[src/rtl/bcd2bin_defs.sv]
// rtl/bcd2bin_defs.sv - shared constants for the sequential BCD-to-binary converter
package bcd2bin_defs;

    localparam logic [1:0] S_IDLE    = 2'd0;
    localparam logic [1:0] S_CONVERT = 2'd1;
    localparam logic [1:0] S_FINISH  = 2'd2;

    localparam logic [3:0] BCD_MAX = 4'd9;
    localparam logic [3:0] CORR_TH = 4'd8;

    function automatic logic [63:0] pow10(input int n);
        logic [63:0] p;
        p = 64'd1;
        for (int i = 0; i < n; i++) p = p * 64'd10;
        return p;
    endfunction

endpackage

[src/rtl/sub3_ge8.sv]
// rtl/sub3_ge8.sv - reverse double-dabble digit correction: subtract 3 when digit >= 8
import bcd2bin_defs::*;

module sub3_ge8 (
    input  logic [3:0] din,
    output logic [3:0] dout
);

    always_comb begin
        dout = din;
        if (din >= CORR_TH) dout = din - 4'd3;
    end

endmodule

[src/rtl/bcd2bin_seq.sv]
// rtl/bcd2bin_seq.sv - sequential BCD-to-binary converter, start/done handshake
import bcd2bin_defs::*;

module bcd2bin_seq #(
    parameter int N_DIGITS = 4,
    parameter int BIN_W    = 14,
    parameter int CNT_W    = 4
) (
    input  logic                  clk,
    input  logic                  rst,
    input  logic                  start,
    input  logic [4*N_DIGITS-1:0] bcd_in,
    output logic [BIN_W-1:0]      bin_out,
    output logic                  done,
    output logic                  err,
    output logic                  busy
);

    localparam int BCD_W = 4 * N_DIGITS;

    if ((64'd1 << BIN_W) <= (pow10(N_DIGITS) - 64'd1)) begin : g_bin_w_check
        $error("bcd2bin_seq: BIN_W too narrow for N_DIGITS");
    end
    if ((64'd1 << CNT_W) <= 64'(BIN_W)) begin : g_cnt_w_check
        $error("bcd2bin_seq: CNT_W too narrow for BIN_W");
    end

    logic [1:0]             state, state_nx;
    logic [BCD_W-1:0]       bcd_r;
    logic [BIN_W-1:0]       bin_r;
    logic [CNT_W-1:0]       cnt;
    logic                   cnt_last;
    logic [N_DIGITS-1:0]    digit_bad;
    logic                   any_bad;
    logic [BCD_W+BIN_W-1:0] sh_all;
    logic [BCD_W-1:0]       bcd_sh;
    logic [BCD_W-1:0]       bcd_corr;
    logic [BIN_W-1:0]       bin_sh;

    // One reverse-dabble step: the BCD LSB walks into the binary MSB
    assign sh_all           = {bcd_r, bin_r} >> 1;
    assign {bcd_sh, bin_sh} = sh_all;
    assign cnt_last         = (cnt == CNT_W'(BIN_W - 1));
    assign any_bad          = |digit_bad;

    for (genvar i = 0; i < N_DIGITS; i++) begin : g_digit
        sub3_ge8 u_sub3 (
            .din  (bcd_sh[4*i +: 4]),
            .dout (bcd_corr[4*i +: 4])
        );
    end

    for (genvar i = 0; i < N_DIGITS; i++) begin : g_check
        assign digit_bad[i] = (bcd_in[4*i +: 4] > BCD_MAX);
    end

    always_ff @(posedge clk) begin
        if (rst) state <= S_IDLE;
        else     state <= state_nx;
    end

    always_comb begin
        state_nx = state;
        case (state)
            S_IDLE:    if (start) state_nx = any_bad ? S_FINISH : S_CONVERT;
            S_CONVERT: if (cnt_last) state_nx = S_FINISH;
            S_FINISH:  state_nx = S_IDLE;
            default:   state_nx = S_IDLE;
        endcase
    end

    always_comb begin
        done = (state == S_FINISH);
        busy = (state != S_IDLE);
    end

    always_ff @(posedge clk) begin
        if (rst) begin
            bcd_r   <= '0;
            bin_r   <= '0;
            cnt     <= '0;
            bin_out <= '0;
            err     <= 1'b0;
        end else begin
            case (state)
                S_IDLE: begin
                    if (start) begin
                        bcd_r <= bcd_in;
                        bin_r <= '0;
                        cnt   <= '0;
                        err   <= any_bad;
                        if (any_bad) bin_out <= '0;
                    end
                end
                S_CONVERT: begin
                    bcd_r <= bcd_corr;
                    bin_r <= bin_sh;
                    cnt   <= cnt + CNT_W'(1);
                    if (cnt_last) bin_out <= bin_sh;
                end
                default: ;
            endcase
        end
    end

endmodule

[config.mk]
export PLATFORM = sky130hd
export DESIGN_NAME = bcd2bin_seq
export DESIGN_NICKNAME = d
export VERILOG_FILES = /design/src/rtl/bcd2bin_defs.sv /design/src/rtl/sub3_ge8.sv /design/src/rtl/bcd2bin_seq.sv
export SDC_FILE = /design/constraint.sdc
export NUM_CORES = 1
export LEC_CHECK = 0
export BUFFER_PORTS_ARGS = -buffer_cell sky130_fd_sc_hd__buf_4
export CAP_MARGIN = 10
export CORE_ASPECT_RATIO = 0.7
export CORE_MARGIN = 2
export CORE_UTILIZATION = 25
export DETAILED_ROUTE_END_ITERATION = 10
export REMOVE_ABC_BUFFERS = 1
export SLEW_MARGIN = 20
export SYNTH_ARGS = -nofsm -noshare
export SYNTH_HDL_FRONTEND = slang
export SYNTH_SLANG_ARGS = --single-unit
[constraint.sdc]
create_clock -name clk -period 4.4 [get_ports clk]
set_input_delay 0.88 -clock clk [delete_from_list [all_inputs] [get_ports clk]]
set_output_delay 0.88 -clock clk [all_outputs]
set_load 0.01 [all_outputs]
After elaboration in Yosys (flattened, before gate mapping)
Index checks and enable logic that the tools add are counted.
Storage, ports and cells
  word-level logic and storage cells: 51
  output and inout bits: 17
  bits of input ports: 19
  bits in registers: 51
Cells by class
  add/sub/neg operators: 5
  equal/unequal tests: 6
  $lt $le $gt $ge: 8
  reduce and logical (&&, ||, !) cells: 8
  multiplexer cells: 18
Operators by type and width (number)
  2-to-1 mux 14 bit: 4
  one-hot mux 14 bit (2 select lines): 2
  one-hot mux 16 bit (2 select lines): 1
  2-to-1 mux 4 bit: 5
  > comparator 4 bit (second input constant): 4
  2-to-1 mux 16 bit: 1
  greater-or-equal comparator 4 bit (second input constant): 3
  subtractor 4 x 2 -> 4 bit (second input constant): 3
  one-hot mux 4 bit (2 select lines): 1
  2-to-1 mux 2 bit: 3
  inequality test 2 bit (second input constant): 3
  AND reduction 2 bit: 3
  adder 4 x 1 -> 4 bit (second input constant): 1
  == test 4 bit (second input constant): 1
  greater-or-equal comparator 3 x 4 -> 1 bit (second input constant): 1
  one-hot mux 2 bit (2 select lines): 1
  AND reduction 4 bit: 1
  nonzero test 2 bit: 2
  OR reduction 4 bit: 1
  subtractor 3 x 2 -> 4 bit (second input constant): 1
  == test 2 x 1 -> 1 bit (second input constant): 1
  == test 2 bit (second input constant): 1
  logical NOT 2 bit: 1

Longest topological paths before layout
Gate-level depths: netlist of the first run.
  word-level depth: 5
  gate-level depth with buffers: 8

By module
From an unflattened synthesis of the first run, not the netlist that was laid out.
Unflattened totals
  cells, all modules: 328
  area total of the unflattened synthesis: 2472.4 um2
By module, submodules not included
  bcd2bin_seq: times used 1, seq. area each 1001.0 um2, area an instance 2167.1 um2, cells each 284
  sub3_ge8: times used 4, seq. area each 0.0 um2, area an instance 76.3 um2, cells each 11

Worst setup path before layout of the first run
No wires, ideal clock.
  kind: input -> register
  from: input port bcd_in[2]
  to: register bin_out[6]
  data arrival time: 1727 ps
  required time: 4329 ps
  slack: 2602 ps
  setup time: 71 ps
  stages: 6
  cells stage by stage: o21ai_0 > and4_1 > buf_2 > buf_2 > nand3_1 > a21oi_1
On the way
  cells in the longest elaborated chain, start to end: 4
Ends and longest elaborated chain
  from (decl): line bcd2bin_seq.sv:12  | input logic [4*N_DIGITS-1:0] bcd_in,
  > comparator 4 bit: line bcd2bin_seq.sv:54  | assign digit_bad[i] = (bcd_in[4*i +: 4] > BCD_MAX);
  OR reduction 4 bit: line bcd2bin_seq.sv:44  | assign any_bad = |digit_bad;
  inequality test 2 bit (no line)
  AND reduction 4 bit (no line)
  to (signal assigned): line bcd2bin_seq.sv:99  | if (cnt_last) bin_out <= bin_sh;
  to (decl): line bcd2bin_seq.sv:13  | output logic [BIN_W-1:0] bin_out,
Every way passes these cells.
A chain may end at the register's enable or synchronous reset.

Worst setup path in the final report of the first run
  from: input port start
  to: register bcd_r[14]
On the way
  cells in the longest elaborated chain, start to end: 2
Ends and longest elaborated chain
  from (decl): line bcd2bin_seq.sv:11  | input logic start,
  inequality test 2 bit (no line)
  AND reduction 2 bit (no line)
  to (signal assigned): line bcd2bin_seq.sv:88  | bcd_r <= bcd_in;
  to (signal assigned): line bcd2bin_seq.sv:96  | bcd_r <= bcd_corr;
  to (decl): line bcd2bin_seq.sv:29  | logic [BCD_W-1:0] bcd_r;
Every way passes these cells.

==> summary.md, run 1 <==
| Metric | Value |
|---|---|
| Outcome | complete, no violations |
| Remaining routing DRC violations | 0 |
| Die area | 0.01034 mm^2 |
| Worst-Margin Slew | 1.065 ns |
| Layout cell share with drive strength beyond 1 | 15.24% |
| CTS Hold Bufs | 0 |
| Sequential area share after synthesis | 41.99% |
| RSZ-0062 raised after global routing | no |
| Vias in the first global route | 2114 |
| Max frequency | 0.4484 GHz |
| Area of the multi-input gates | 0.001180 mm^2 |
| TNS Setup | 0 ns |
| H-tree levels | 2 |
| Post-CTS Setup Inserts | 0 |
| VDD IR max | 0.1659 mV |
| Post-route ant nets | 0 |
| Synth Area in XOR/XNOR | 2.572% |
| Crit path capture type | flop |
| Fin. max-slew vios | 0 |
| # IOs | 36 |
| DRT Pass-1 Iters | 4 |
| Initial antenna violation count | 0 |
| Final wirelength | 5713 um |
| Hold WS | 0.4651 ns |
| Relative slew slack | 28.83% |
| Post-synthesis simple-gate area fraction | 22.99% |
| Hold Crit Class | reg -> reg |
| Total CTS buffers | 5 |
| Top_reg_cell synth | dfxtp_1 |
| Row cnt | 29 |
| Clock Root Buffer | clkbuf_16 |
| Global-route usage over all layers | 11.73% |
| Synth-to-Final Area Change | 20.89% |
| DR WL/cell | 12.64 um |
| Synth Register Bits | 50 |
| GPL Wtd Cong | 0.7124 |
| Startpoint types | primary input |
| Design Area, Final | 0.002882 mm^2 |
| Clock skew | 0.006395 ns |
| Yosys cell types | 28 |
| Height of the die | 85.70 um |
| Final hold vios | 0 |
| Initial drt markers | 131 |
| Vias/cell | 4.737 |
| WP data required | 4.59 ns |
| First-pass GRT wire length | 9970 um |
| Syn. warnings | 0 |
| Ys async rst share | 0% |
| Worst path slowest cell | nand2_1 |
| IO buf count | 35 |
| Clk slew on worst S/H paths | 0.07 ns |
| # resized after CTS | 0 |
| Compound-gate portion of the synthesized area | 19.42% |
| Initial Util | 25.96% |
| Largest family of logic cells by synthesized area | simple AND/OR/NAND/NOR gates |
| Maximum root-to-sink buffer count | 2 |
| Final period utilization | 50.68% |
| Synthesized instance count | 307 |
| Routed via count | 2141 |
| Pin count of the biggest net entering global routing | 55 |
| FF+latch area | 0.001001 mm^2 |
| Worst path arrival time | 2.42 ns |
| # nets final | 354 |
| Core box area | 0.009180 mm^2 |
| Power Total | 0.001006 W |
| Final setup viols | 0 |
| CTS tree | done |
| HPWL after DPL | 3675 um |
| Crit-path cells | buf_4 -> nand2_1 -> buf_4 -> nand2_1 -> a311oi_1 |
| Worst path bufs/invs | 2 |
| Pwr dens | 349.2 mW/mm^2 |
| Die Wd | 120.7 um |
| Sink Count | 50 |
| Post-synthesis cell area | 0.002384 mm^2 |
| Diodes inserted | 0 |
| Mux contribution to synthesized area | 0% |
| Fillers | 961 |
| CP max FO | 30 |
| Total congestion overflow | 0 |
| Worst setup path class | in -> reg |
| Post-synth EDFFs | 0 |
| Dpl cell area | 0.002715 mm^2 |
| Adder-Cell Fraction of Synth Area | 4.199% |
| Delay-heaviest family, CP | simple AND/OR/NAND/NOR gates |
| Pleak | 1.028 nW |
| Latest clock arrival within the worst-skew pair | 0.29 ns |
| Post-route minimum period | 2.230 ns |
| Synth Area per Inst | 7.764 um^2 |
| Largest stage delay on the critical path | 0.76 ns |
| Maxcap violations | 0 |
registers in the layout, summed over array words and instances (netlist names):
register / cells
err: 1
bin_r: 13
state: 2
bin_out: 14
bcd_r: 16
cnt: 4
through the flow:
step | utilization (%) | setup slack, ns | std cells
floorplan | - | 1.644 | 281
global placement | 29.58 | 1.867 | 444
detailed placement | 29.58 | 1.881 | 444
CTS | 31.39 | 2.180 | 452
global route | 31.39 | 1.977 | 452
finish | 31.39 | 2.170 | 452
area by class of cell:
type | count | area share [%]
Inverter | 23 | 2.996
Tap cell | 124 | 5.384
Clock buffer | 8 | 5.775
Timing Repair Buffer | 39 | 10.16
Multi-Input combinational cell | 208 | 40.95
Sequential cell | 50 | 34.74
final timing paths:
path | from | endpoint | slack, ns | depth (start not counted)
max | start | bcd_r[14]$_SDFFE_PP0P_ | 2.17 | 5
min reg2reg | bin_r[7]$_SDFFE_PP0P_ | bin_r[6]$_SDFFE_PP0P_ | 0.47 | 2
min | bin_r[7]$_SDFFE_PP0P_ | bin_r[6]$_SDFFE_PP0P_ | 0.47 | 2
max reg2reg | cnt[0]$_SDFFE_PP0P_ | bin_out[13]$_SDFFE_PP0P_ | 2.25 | 5
where the power goes:
part | total (W) | internal [W] | switching [W]
combinational | 0.000106 | 0.0000425 | 0.0000634
clock | 0.000417 | 0.000257 | 0.000159
sequential | 0.000484 | 0.000468 | 0.0000159
total | 0.00101 | 0.000767 | 0.000239
logic make-up (layout without fill, tap and decap cells):
logic type / count (synthesis) / after routing
xor+xnor: 7 / 7
simple gates: 122 / 122
compound gates: 71 / 71
buf+inv: 49 / 70
fa+ha+maj: 8 / 8
flops: 50 / 50
worst register-to-register path, stage by stage, from the launching register on:
cell and delay, ns:
dfxtp_1 0.39, ha_1 0.18, nand3_1 0.45, or2_1 0.63, a31oi_1 0.27, a21oi_1 0.10
Yosys cell counts, types with 3 or more instances:
| library cell | count | share of area [%] |
|---|---|---|
| xnor2_1 | 6 | 2.2 |
| a311oi_1 | 12 | 4.4 |
| nand2b_1 | 4 | 1.0 |
| clkbuf_1 | 14 | 2.2 |
| o21ai_0 | 4 | 0.84 |
| nor4_1 | 3 | 0.79 |
| o211a_1 | 3 | 1.3 |
| nand2_1 | 37 | 5.8 |
| a221oi_1 | 3 | 1.1 |
| nor2_1 | 28 | 4.4 |
| nand3_1 | 30 | 6.3 |
| dfxtp_1 | 50 | 42 |
| a31oi_1 | 15 | 3.9 |
| buf_2 | 9 | 1.9 |
| inv_1 | 23 | 3.6 |
| ha_1 | 8 | 4.2 |
| a21oi_1 | 30 | 6.3 |
| nor3_1 | 15 | 3.1 |
placed cells by master, fill, tap and decap left out:
cell / Yosys / layout
a221oi_2: 1 / 1
nand2b_1: 4 / 3
nor4_1: 3 / 3
nor2b_1: 2 / 2
inv_1: 23 / 23
xnor2_1: 6 / 6
or2_1: 1 / 1
clkbuf_8: 0 / 3
a21oi_1: 30 / 30
and4_1: 1 / 1
a311oi_1: 12 / 12
o21ai_0: 4 / 4
nor2_1: 28 / 28
clkbuf_16: 0 / 5
xor2_1: 1 / 1
nor3_1: 15 / 15
dfxtp_1: 50 / 50
nand2b_2: 0 / 1
a31oi_1: 15 / 15
nand3_1: 30 / 30
nand2_1: 37 / 37
nor3b_2: 0 / 1
buf_4: 0 / 39
o211a_1: 3 / 3
ha_1: 8 / 8
a221oi_1: 3 / 3
a211oi_1: 2 / 2
a22oi_1: 1 / 1
metal layers:
layer	track usage [%]	routed length, um
met4	3.383	70
met1	15.47	2865
met5	0	0
met3	2.992	245
met2	19.05	2530
(Power assumes the default switching activity.)
==> inputs of run 2 (changes only) <==
==> constraint.sdc (replaced) <==
create_clock -name clk -period 2.25 [get_ports clk]
set_input_delay 0.45 -clock clk [delete_from_list [all_inputs] [get_ports clk]]
set_output_delay 0.45 -clock clk [all_outputs]
set_load 0.01 [all_outputs]
==> run 2 against run 1 <==
Core utilization is 0.25 points higher. Global-route usage is 0.23 points higher. Combinational power is 100% higher. Register-to-register slack worse by 1.6 ns. Wire length is 6.6% higher. Total power is 100% higher. Flip-flop and latch count stayed put. First-iteration DRC count is 3.8% higher. Final area is 0.78% higher.
==> summary.md, run 2 (same netlist as run 1, synthesis figures left out) <==
| Metric | Value |
|---|---|
| Cells after DPL | 447 |
| Final wirelength | 6088 um |
| Crit-path cells | inv_1 -> ha_1 -> nand3_1 -> or2_1 -> a31oi_1 -> a21oi_1 |
| Outcome | complete, no violations |
| Worst path slowest cell | or2_1 |
| Row cnt | 29 |
| CTS tree | done |
| Top Registers | bcd_r (16), bin_out (14), bin_r (13) |
| Routed via count | 2166 |
| VDD IR max | 0.3126 mV |
| Final period utilization | 71.75% |
| Sw Ratio | 24.66% |
| Maxcap violations | 0 |
| Final setup viols | 0 |
| Met2 Use GR | 19.62% |
| DRT Pass-1 Iters | 4 |
| Hold WS | 0.3969 ns |
| First-pass GRT wire length | 9963 um |
| Vias in the first global route | 2132 |
| Most common cell after layout, fill and taps aside | dfxtp_1 |
| Clock Root Buffer | clkbuf_16 |
| GR peak layer | met2 |
| Core box area | 0.009180 mm^2 |
| Grt met1 use | 15.37% |
| # nets final | 357 |
| Max FFs per register | 16 |
| Die area | 0.01034 mm^2 |
| Post-CTS Setup Inserts | 0 |
| Pwr dens | 696.9 mW/mm^2 |
| CP max FO | 15 |
| Height of the die | 85.70 um |
| Logic pwr share | 10.5% |
| HPWL after DPL | 3759 um |
| Final hold vios | 0 |
| Latest clock arrival within the worst-skew pair | 0.30 ns |
| Fillers | 967 |
| Clock skew | 0.005663 ns |
| # resized after CTS | 0 |
| Startpoint types | flop |
| H-tree levels | 2 |
| Pin count of the biggest net entering global routing | 54 |
| Met3 Track Usage GR | 3.524% |
| Worst-Margin Slew | 0.5729 ns |
| Global-route usage over all layers | 11.97% |
| CTS Hold Bufs | 0 |
| Final cell utilization of the core | 31.63% |
| Maximum root-to-sink buffer count | 2 |
| Hold Crit Class | in -> reg |
| DR WL/cell | 13.38 um |
| PnR worst setup slack | 0.6356 ns |
| Total congestion overflow | 0 |
| Total CTS buffers | 5 |
| WP data required | 2.47 ns |
| Max frequency | 0.6194 GHz |
| Worst path arrival time | 1.84 ns |
| Initial Util | 25.96% |
| Largest stage delay on the critical path | 0.48 ns |
| Layout cell share with drive strength beyond 1 | 15.71% |
| Sequential share of power | 46.7% |
| Placement-stage worst setup slack | 0.5080 ns |
| Switching power | 0.0004991 W |
| Pleak | 1.037 nW |
| Synth-to-Final Area Change | 21.84% |
| Crit path capture type | flop |
| R2R Setup Slk | 0.64 ns |
| Relative slew slack | 61.81% |
| Clock share of power | 42.8% |
| Initial antenna violation count | 0 |
| # IOs | 36 |
| Remaining routing DRC violations | 0 |
| Post-route ant nets | 0 |
| RSZ-0062 raised after global routing | no |
| Fin. max-slew vios | 0 |
| Sink Count | 50 |
| Die Wd | 120.7 um |
| Clk slew on worst S/H paths | 0.07 ns |
| IO buf count | 35 |
| Post-Layout Cell Count | 455 |
| Worst setup path class | reg -> reg |
| Post-route minimum period | 1.614 ns |
| GPL Wtd Cong | 0.7438 |
| Largest Register | bcd_r |
| Vias/cell | 4.760 |
| Diodes inserted | 0 |
| Initial drt markers | 136 |
| Commonest non-fill, non-tap cells in the layout | dfxtp_1 (50), buf_4 (42), nand2_1 (37), nand3_1 (30), a21oi_1 (30) |
| Pint | 0.001525 W |
-- run 2: changes by cell type in the layout (fill, tap and decap cells not counted) --
cell and change:
clkinvlp_4 +1, bufinv_16 +1, clkbuf_8 -3, clkbuf_1 +1, buf_4 +3
-- run 2: critical path: cells and delay by family (launching register included) --
family                     cells  cell delay (ns)
adders and majority gates      1             0.19
and+or+nand+nor                2             0.58
AOI/OAI and AO/OA              2             0.33
DFF                            1             0.39
buffers and inverters          1             0.06
-- run 2: final timing paths --
check,start,end,depth (start not counted)
worst max-delay path,cnt[1]$_SDFFE_PP0P_,bin_out[9]$_SDFFE_PP0P_,6
worst min-delay path,bcd_in[8],bcd_r[8]$_SDFFE_PP0P_,3
worst max register to register,cnt[1]$_SDFFE_PP0P_,bin_out[9]$_SDFFE_PP0P_,6
worst min register to register,bin_r[7]$_SDFFE_PP0P_,bin_r[6]$_SDFFE_PP0P_,2
-- run 2: power by group through the flow --
stage | logic [W] | clock network [W] | registers [W]
6_report | 0.000212 | 0.000866 | 0.000945
2_1_floorplan | 0.000118 | 0 | 0.000958
3_3_place_gp | 0.000209 | 0 | 0.000964
3_5_place_dp | 0.000213 | 0 | 0.000965
5_1_grt | 0.000238 | 0.000918 | 0.000950
4_1_cts | 0.000214 | 0.000877 | 0.000945
-- run 2: stage by stage --
stage / setup TNS, ns / power, W / cell area, um^2
finish: 0 / 0.002024 / 2904
global route: 0 / 0.002106 / 2904
CTS: 0 / 0.002036 / 2904
detailed placement: 0 / 0.001179 / 2738
global placement: 0 / 0.001173 / 2738
floorplan: -0.2293 / 0.001076 / 2260
-- run 2: metal layers --
| layer | up-vias | routed length [um] |
|---|---|---|
| li1 | 1104 | - |
| met1 | 1031 | 2980 |
| met2 | 24 | 2822 |
| met3 | 7 | 229 |
| met4 | 0 | 56 |
| met5 | - | 0 |
-- run 2: final cells by class --
| type | count | area [um^2] | area share, % |
|---|---|---|---|
| Multi-Input combinational cell | 208 | 1180 | 40.63 |
| Inverter | 23 | 86.33 | 2.973 |
| Timing Repair Buffer | 42 | 315.3 | 10.86 |
| Sequential cell | 50 | 1001 | 34.47 |
| Clock inverter | 2 | 37.54 | 1.293 |
| Tap cell | 124 | 155.1 | 5.343 |
| Clock buffer | 6 | 128.9 | 4.438 |
==> inputs of run 3 (changes only) <==
--- a/config.mk
+++ b/config.mk
@@ -5,6 +5,7 @@
 export SDC_FILE = /design/constraint.sdc
 export NUM_CORES = 1
 export LEC_CHECK = 0
+export ABC_AREA = 1
 export BUFFER_PORTS_ARGS = -buffer_cell sky130_fd_sc_hd__buf_4
 export CAP_MARGIN = 10
 export CORE_ASPECT_RATIO = 0.7
==> constraint.sdc (replaced) <==
create_clock -name clk -period 1.5 [get_ports clk]
set_input_delay 0.3 -clock clk [delete_from_list [all_inputs] [get_ports clk]]
set_output_delay 0.3 -clock clk [all_outputs]
set_load 0.01 [all_outputs]
==> run 3 against run 2 <==
Via count is 0.32% lower. Register-to-register slack lost 0.52 ns. Total power up 62%. Worst setup slack worse by 0.52 ns. Clock skew about the same. Clock power up 44%. Synthesized cell count grew 7.5%. Critical path type unchanged. Largest power group unchanged.
==> summary.md, run 3 <==
| Metric | Value |
|---|---|
| CP Capture Point | bin_out[3]$_SDFFE_PP0P_ |
| Commonest non-fill, non-tap cells in the layout | nand2_1 (92), buf_4 (51), dfxtp_1 (48), a21oi_1 (41), inv_1 (33) |
| Most common cell after layout, fill and taps aside | nand2_1 |
| Clk slew on worst S/H paths | 0.06 ns |
| Remaining routing DRC violations | 0 |
| Post-route ant nets | 0 |
| Synth top cells by count | nand2_1 (92), dfxtp_1 (50), a21oi_1 (41) |
| Total CTS buffers | 5 |
| GPL Wtd Cong | 0.7787 |
| Synth Register Bits | 50 |
| Initial Util | 25.73% |
| Worst-Margin Slew | 0.3404 ns |
| Yosys cell types | 23 |
| Sequential share of power | 44.5% |
| Vias in the first global route | 2051 |
| Worst path arrival time | 1.57 ns |
| Worst setup path start | cnt[1]$_SDFFE_PP0P_ |
| Ys async rst share | 0% |
| Final wirelength | 5680 um |
| CP max FO | 6 |
| R2R Setup Slk | 0.11 ns |
| Pin count of the biggest net entering global routing | 21 |
| Switching power | 0.0008196 W |
| Maximum root-to-sink buffer count | 2 |
| Largest Register | bcd_r |
| Final cell utilization of the core | 33.79% |
| Post-route minimum period | 1.385 ns |
| Placement-stage worst setup slack | -0.006508 ns |
| Sink Count | 50 |
| Die Wd | 119.3 um |
| Crit Reg-Reg Endpoint | bin_out[3]$_SDFFE_PP0P_ |
| Pwr dens | 1071 mW/mm^2 |
| Synth-to-Final Area Change | 31.32% |
| IO buf count | 35 |
| Count leader, synth | nand2_1 |
| Fillers | 954 |
| RSZ-0062 raised after global routing | no |
| CTS tree | done |
| Sequential area share after synthesis | 43.06% |
| Die area | 0.01010 mm^2 |
| Outcome | complete, no violations |
| Syn. warnings | 0 |
| VDD IR max | 0.5300 mV |
| Diodes inserted | 0 |
| Fin. max-slew vios | 0 |
| Design Area, Final | 0.003053 mm^2 |
| Final setup viols | 0 |
| Relative slew slack | 77.28% |
| Worst R2R Path Depth | 9 |
| Height of the die | 84.68 um |
| First-pass GRT wire length | 9556 um |
| Dpl cell area | 0.002795 mm^2 |
| # nets final | 403 |
| Clock Root Buffer | clkbuf_16 |
| HPWL after DPL | 4008 um |
| Vias/cell | 4.309 |
| Global-route usage over all layers | 11.50% |
| Synthesized instance count | 330 |
| Sw Ratio | 25.06% |
| Row cnt | 29 |
| Post-Layout Cell Count | 501 |
| Startpoint types | flop |
| DR WL/cell | 11.34 um |
| Core box area | 0.009035 mm^2 |
| Top-area cell type share of the netlist area | 43.06% |
| Max frequency | 0.7218 GHz |
| Initial antenna violation count | 0 |
| Total congestion overflow | 0 |
| Yosys top cell by area | dfxtp_1 |
| R2R Path Start | cnt[1]$_SDFFE_PP0P_ |
| Clock share of power | 38.3% |
| Pleak | 1.400 nW |
| Worst setup path class | reg -> reg |
| H-tree levels | 2 |
| WP data required | 1.68 ns |
| Layout cell share with drive strength beyond 1 | 19.63% |
| Logic pwr share | 17.2% |
| Final hold vios | 0 |
| Hold WS | 0.2947 ns |
| PnR worst setup slack | 0.1146 ns |
| # IOs | 36 |
| Initial drt markers | 110 |
| Synth Area per Inst | 7.045 um^2 |
| Crit path capture type | flop |
| DRT Pass-1 Iters | 4 |
| Top Registers | bcd_r (16), bin_out (14), bin_r (13) |
| Pint | 0.002451 W |
| Post-synth EDFFs | 0 |
| Hold Crit Class | in -> reg |
| Post-synthesis cell area | 0.002325 mm^2 |
| Top cells by area, synth | dfxtp_1 (43%), nand2_1 (15%), a21oi_1 (8.8%) |
| Clock skew | 0.006072 ns |
| Final period utilization | 92.36% |
| Cells after DPL | 490 |
| Routed via count | 2159 |
| Top_reg_cell synth | dfxtp_1 |
| Maxcap violations | 0 |
| Latest clock arrival within the worst-skew pair | 0.29 ns |
| Max FFs per register | 16 |
## run 3: changes by cell type after synthesis, sizes merged, moves of 5 or more
| cell | change |
|---|---|
| o21ai | +14 |
| nand3 | -14 |
| xnor2 | -6 |
| a311oi | -12 |
| clkbuf | -9 |
| nor3 | -11 |
| nand2 | +58 |
| a21oi | +11 |
| o211ai | +5 |
| a31oi | -12 |
| inv | +15 |
## run 3: final cells by class
| cell class | count | area [um^2] | share of cell area (%) |
|---|---|---|---|
| Clock inverter | 1 | 30.03 | 0.9836 |
| Multi-Input combinational cell | 226 | 1111 | 36.39 |
| Sequential cell | 50 | 1003 | 32.87 |
| Tap cell | 124 | 155.1 | 5.082 |
| Clock buffer | 7 | 132.6 | 4.344 |
| Inverter | 38 | 147.6 | 4.836 |
| Timing Repair Buffer | 55 | 473.0 | 15.49 |
## run 3: metal layers
metal | part of all wire (%) | global-route usage (%) | wire (um) | vias to the layer above
met1 | 50 | 15.32 | 2865 | 984
met5 | 0 | 0 | 0 | -
met3 | 3.4 | 2.378 | 193 | 4
li1 | - | - | - | 1142
met2 | 45 | 18.44 | 2557 | 29
met4 | 1.1 | 4.221 | 63 | 0
## run 3: repair_timing
item                                    in CTS  in global routing
endpoints found under the setup margin       0                 13
endpoints found under the hold margin        0                  0
hold buffers                                 0                  0
setup buffers                                0                  1
gates resized for setup                      0                  8
## run 3: cells by family after synthesis
| group | count (synthesis) | synth area share, % |
|---|---|---|
| and+or+nand+nor | 147 | 25.89 |
| AOI/OAI and AO/OA | 71 | 16.85 |
| buffers and inverters | 54 | 9.903 |
| DFF | 50 | 43.06 |
| adders and majority gates | 8 | 4.306 |
## run 3: worst max-delay path: stages, from the launching register on
cell and delay, ns:
dfxtp_2 0.34, inv_1 0.05, ha_1 0.15, nand3_2 0.11
o21ai_4 0.18, buf_12 0.15, clkbuf_16 0.14, nand3_1 0.07
nand2_1 0.06, nor2_1 0.03
## run 3: power by group through the flow
stage | combinational, W | sequential [W] | clock, W
floorplan | 0.000268 | 0.00149 | 0
finish | 0.000564 | 0.00145 | 0.00125
global route | 0.000637 | 0.00146 | 0.00134
global placement | 0.000514 | 0.00148 | 0
detailed placement | 0.000523 | 0.00148 | 0
CTS | 0.000524 | 0.00146 | 0.00128
## run 3: metrics by stage
stage	power (W)	TNS (ns)
final	0.003271	0
after global routing	0.003441	0
after CTS	0.003262	0
after detailed placement	0.002006	-0.01256
after global placement	0.001997	0
after floorplan	0.001758	-0.3270
## run 3: worst min path at each step
stage | start | to | slack [ns] | depth (start not counted)
4_1_cts | bcd_in[15] | bcd_r[15]$_SDFFE_PP0P_ | 0.29 | 3
3_3_place_gp | bin_r[13]$_SDFFE_PP0P_ | bin_r[13]$_SDFFE_PP0P_ | 0.45 | 2
6_report | bcd_in[15] | bcd_r[15]$_SDFFE_PP0P_ | 0.29 | 3
5_1_grt | bcd_in[12] | bcd_r[12]$_SDFFE_PP0P_ | 0.30 | 3
3_5_place_dp | bin_r[1]$_SDFFE_PP0P_ | bin_r[1]$_SDFFE_PP0P_ | 0.45 | 2
2_1_floorplan | rst | bcd_r[10]$_SDFFE_PP0P_ | 0.37 | 1
